## src/rtl/logger_uart_tx.sv

```systemverilog
// logger_uart_tx: drains the logger FWFT byte FIFO onto a UART TX pin.
// Frame: start bit, 8 data bits LSB first, optional even parity bit,
// STOP_BITS stop bits. The line idles high.
// Optional feature macro: LOGGER_UART_TX_PARITY_EN (adds an even parity bit).
// dbg_state exposes the FSM state encoding for observation.
module logger_uart_tx #(
  parameter int CLKS_PER_BIT = 1085,
  parameter int STOP_BITS    = 1
) (
  input  logic        clk,
  input  logic        rst_n,
  input  logic        enable,
  input  logic        fifo_empty,
  input  logic [7:0]  fifo_dout,
  output logic        fifo_rd_en,
  output logic        tx,
  output logic        busy,
  output logic [15:0] bytes_sent,
  output logic [2:0]  dbg_state
);

  localparam int TW = (CLKS_PER_BIT > 1) ? $clog2(CLKS_PER_BIT) : 1;
  localparam logic [TW-1:0] T_LAST = TW'(CLKS_PER_BIT - 1);
  localparam logic STOP_LAST = 1'(STOP_BITS - 1);

  typedef enum logic [2:0] {
    S_IDLE   = 3'd0,
    S_START  = 3'd1,
    S_DATA   = 3'd2,
`ifdef LOGGER_UART_TX_PARITY_EN
    S_PARITY = 3'd3,
`endif
    S_STOP   = 3'd4
  } state_t;

  state_t          state;
  logic [TW-1:0]   timer;
  logic [2:0]      bit_idx;
  logic            stop_idx;
  logic [7:0]      shift_reg;
  logic            armed;
`ifdef LOGGER_UART_TX_PARITY_EN
  logic            par_bit;
`endif

  logic bit_end;
  logic last_stop;
  logic pop;

  // Pop decision: idle or final stop cycle, enabled, data present, and not
  // in the first cycle out of reset (armed keeps rd_en low during reset).
  always_comb begin
    bit_end    = (timer == T_LAST);
    last_stop  = (state == S_STOP) && bit_end && (stop_idx == STOP_LAST);
    pop        = armed && enable && !fifo_empty &&
                 ((state == S_IDLE) || last_stop);
    fifo_rd_en = pop;
    busy       = (state != S_IDLE);
    dbg_state  = state;
  end

  // Frame FSM: bit timer, data shifting, registered tx and frame counter.
  always_ff @(posedge clk or negedge rst_n) begin
    if (!rst_n) begin
      state      <= S_IDLE;
      timer      <= '0;
      bit_idx    <= '0;
      stop_idx   <= 1'b0;
      shift_reg  <= '0;
      tx         <= 1'b1;
      bytes_sent <= '0;
      armed      <= 1'b0;
`ifdef LOGGER_UART_TX_PARITY_EN
      par_bit    <= 1'b0;
`endif
    end else begin
      armed <= 1'b1;
      case (state)
        S_IDLE: begin
          timer <= '0;
          if (pop) begin
            shift_reg <= fifo_dout;
`ifdef LOGGER_UART_TX_PARITY_EN
            par_bit   <= ^fifo_dout;
`endif
            tx        <= 1'b0;
            state     <= S_START;
          end
        end
        S_START: begin
          if (bit_end) begin
            timer   <= '0;
            bit_idx <= '0;
            tx      <= shift_reg[0];
            state   <= S_DATA;
          end else begin
            timer <= timer + TW'(1);
          end
        end
        S_DATA: begin
          if (bit_end) begin
            timer     <= '0;
            shift_reg <= {1'b0, shift_reg[7:1]};
            if (bit_idx == 3'd7) begin
`ifdef LOGGER_UART_TX_PARITY_EN
              tx    <= par_bit;
              state <= S_PARITY;
`else
              tx       <= 1'b1;
              stop_idx <= 1'b0;
              state    <= S_STOP;
`endif
            end else begin
              bit_idx <= bit_idx + 3'd1;
              tx      <= shift_reg[1];
            end
          end else begin
            timer <= timer + TW'(1);
          end
        end
`ifdef LOGGER_UART_TX_PARITY_EN
        S_PARITY: begin
          if (bit_end) begin
            timer    <= '0;
            tx       <= 1'b1;
            stop_idx <= 1'b0;
            state    <= S_STOP;
          end else begin
            timer <= timer + TW'(1);
          end
        end
`endif
        S_STOP: begin
          if (bit_end) begin
            timer <= '0;
            if (stop_idx == STOP_LAST) begin
              bytes_sent <= bytes_sent + 16'd1;
              // Back-to-back: the next start bit follows with no idle gap.
              if (pop) begin
                shift_reg <= fifo_dout;
`ifdef LOGGER_UART_TX_PARITY_EN
                par_bit   <= ^fifo_dout;
`endif
                tx        <= 1'b0;
                state     <= S_START;
              end else begin
                tx    <= 1'b1;
                state <= S_IDLE;
              end
            end else begin
              stop_idx <= stop_idx + 1'b1;
            end
          end else begin
            timer <= timer + TW'(1);
          end
        end
        default: begin
          tx    <= 1'b1;
          timer <= '0;
          state <= S_IDLE;
        end
      endcase
    end
  end

endmodule

```

## config.mk

```make
export PLATFORM = sky130hd
export DESIGN_NAME = logger_uart_tx
export DESIGN_NICKNAME = d
export VERILOG_FILES = /design/src/rtl/logger_uart_tx.sv
export SDC_FILE = /design/constraint.sdc
export NUM_CORES = 1
export LEC_CHECK = 0
export ABC_AREA = 1
export BUFFER_PORTS_ARGS = -buffer_cell sky130_fd_sc_hd__buf_4
export CAP_MARGIN = 20
export CORE_UTILIZATION = 51
export DETAILED_ROUTE_END_ITERATION = 6
export GPL_TIMING_DRIVEN = 0
export PLACE_DENSITY_LB_ADDON = 0.3
export SYNTH_ARGS = -nofsm -noshare
export SYNTH_HDL_FRONTEND = slang
export SYNTH_SLANG_ARGS = --single-unit
```

## constraint.sdc

```tcl
create_clock -name clk -period 1.5 [get_ports clk]
set_clock_uncertainty 0.15 [all_clocks]
set_input_delay 0.225 -clock clk [delete_from_list [all_inputs] [get_ports clk]]
set_output_delay 0.225 -clock clk [all_outputs]
set_load 0.02 [all_outputs]
```

==> impl_metrics.ini <==
[timing]
finalMaxSlewViolations = 0
tightest_slew_ps = 618
final-setup-viol-count = 44
rsz0062_at_grt = true
timing.final.crit_share_pct = 130
hold_violations = 0
min_period_ps = 1950
max_slew_margin_pct = 58.4
setup_ws_ps = -454
tns_ps = -9070
fmax_mhz = 512

[status]
status = finished with violations
violations = setup timing

[yosys]
yosysWarnings = 0
ys_ff_latch = 43
syn_nets = 314
syn_area_per_cell_um2 = 7.95
netlist_area_um2 = 2360
yosysTopAreaCell = dfrtp_1
netlist.area_leader.share_pct = 44.5
yosys.cell_types.count = 30
yosys-top-cells-area = dfrtp_1 44%, nand2_1 14%, inv_1 5.4%, nor2_1 4.9%, nand3_1 4.4%
ys_seq_area_share_pct = 45.6
syn_inst = 297

[route]
drt_iter0_markers = 167
vias = 2261
drt_wl_total_um = 6140
drtAntennaViolNets = 0
dr.pass1.iters = 4
via_per_inst = 5.36
drcViolationCount = 0
wire_per_inst_um = 14.5

[global_route]
gr-total-overflow = 0
grt_pass1_wl_um = 9270
grt_pass1_vias = 2170
grt_usage_pct = 23.8
grt_max_degree = 44
antenna_found_initial = 0

[worst_setup_path]
crit_path_start_kind = flop
r2r_cells = 10
worst-setup-path-type = reg -> out
worstPathRequired_ps = 1120
cp.depth = 8
cp.buffers_inverters = 2
end_kind = primary output
crit_family = simple AND/OR/NAND/NOR gates
cp_max_fo = 5
critPathMaxStageDelay_ps = 430
slowest_stage = dfrtp_1
arrival_ps = 1580
worstPathCellList = nor2_1, nand2_1, nor2_4, nand3_4, nand2_2, nand2_4, inv_2, buf_6

[placed_design]
io_buffers = 33
dp_slack_ps = -322
routabilityCongestion = 0.788
detailed_place_hpwl_um = 3330

[layout]
nets = 386
multi_input_area_um2 = 1430
fillers = 280
largest_register_ffs = 16
layout.area.seq_um2 = 1090
areaGrowthSynthToFinish_pct = 44.1
drive_above_1_share_pct = 42.4
diodes = 0

[clock_network]
clockBufferDepth = 2
cts_buffers = 5
cts.sinks = 43
cts_tree = done
htreeDepth = 2
clock_latency_ps = 300
clkTransAtPathRegs_ps = 90
cts_root_buf = clkbuf_8

[floorplanning]
std_cell_rows = 24
boundaryPins = 34
start_util_pct = 53.5
core-area_um2 = 4410
die_h_um = 70.1
dieArea_um2 = 4910
die_w_um = 70.1

[power]
p_leak_uw = 0.00161
irDropWorstVdd_v = 0.000734
p_per_area_nw_per_um2 = 1030

[hold_path]
hold_class = in -> reg
min_delay_path_depth = 5

[job]
drv_cap = 0
-- placed cells by master, fill, tap and decap left out, drive strengths merged, types with 2 or more instances in the layout --
cell / n
a21oi: 4
clkbuf: 6
buf: 65
ha: 5
xnor2: 5
inv: 34
clkinvlp: 2
nor3b: 2
nand3: 22
dfrtp: 42
nand4: 3
nor2: 37
xor2: 12
nor3: 12
o21ai: 11
nand2: 98
-- final timing paths --
path	from	endpoint	slack, ps
min	fifo_dout[3]	shift_reg[3]	100
min in group asynchronous	rst_n	timer[3]	290
max	timer[6]	fifo_rd_en	-450
max reg2reg	timer[0]	bytes_sent[5]	-380
min reg2reg	shift_reg[3]	shift_reg[3]	330
max in group asynchronous	rst_n	bytes_sent[1]	500
-- kinds of logic (layout without fill, tap and decap cells) --
kind of cell / Yosys count / after routing / synth area share [%]
buffers and inverters: 38 / 110 / 6.51
flip-flops: 43 / 43 / 45.6
other: 1 / 1 / 0.159
AND/OR/NAND/NOR: 176 / 177 / 34.8
AO/OA/AOI/OAI: 17 / 17 / 3.97
XOR/XNOR: 17 / 17 / 6.30
adder cells (fa/ha/maj): 5 / 5 / 2.65
-- timing repair --
item / 4_1_cts / 5_1_grt
setup endpoints to repair: 42 / 44
pin swaps: 17 / 23
buffers inserted: 15 / 15
endpoints found under the hold margin: 42 / 0
gates cloned: 2 / 1
gates resized for setup: 37 / 53
hold buffers: 1 / 0
-- where the power goes --
part	switching [uW]	internal [uW]
registers	186	1380
clock network	428	540
logic	520	468
total	1130	2390
-- worst min-delay path, delay by kind of cell --
kind          cells  cell delay [ps]
buf+inv           1               80
simple gates      4              220
-- per-layer routing --
layer | GRT usage [%] | vias up | share of wire (%)
met1 | 28.3 | 1104 | 40
met5 | 0 | - | 0
met3 | 5.05 | 19 | 4.2
met4 | 8.67 | 0 | 2.7
li1 | - | 1072 | -
met2 | 42.1 | 66 | 53
-- cell usage after synthesis (all sizes together) --
| cell type | instances |
|---|---|
| a21oi | 4 |
| nor3 | 12 |
| ha | 5 |
| xor2 | 12 |
| inv | 35 |
| conb | 1 |
| nand4 | 3 |
| and2 | 1 |
| buf | 3 |
| xnor2 | 5 |
| nand2 | 97 |
| nand3 | 22 |
| o211ai | 1 |
| dfstp | 1 |
| nand3b | 1 |
| dfrtp | 42 |
| o21ai | 11 |
| nor2 | 37 |
| o31ai | 1 |
| nor3b | 2 |
| or2 | 1 |
-- per-stage QoR --
stage	total power, uW	instance area [um^2]	hold WS [ps]	std cells	utilization (%)
after CTS	3230	3090	94.1	408	70.1
final	3520	3400	97.5	422	77.1
after global routing	3710	3400	123	422	77.1
after detailed placement	2190	2730	99.1	382	61.9
after floorplan	2010	2420	-221	297	-
after global placement	2150	2730	101	382	61.9
-- layout make-up --
| type | instances | share of cell area, % |
|---|---|---|
| timing repair inverter | 1 | 0.221 |
| inverter | 35 | 4.19 |
| buffer | 3 | 0.993 |
| sequential | 43 | 32.1 |
| tap | 52 | 1.91 |
| clock buffer | 6 | 2.43 |
| timing repair buffer | 63 | 15.1 |
| multi-input combinational | 217 | 42.1 |
| clock inverter | 2 | 1.03 |
No activity file was read; power rests on OpenSTA's default activity.
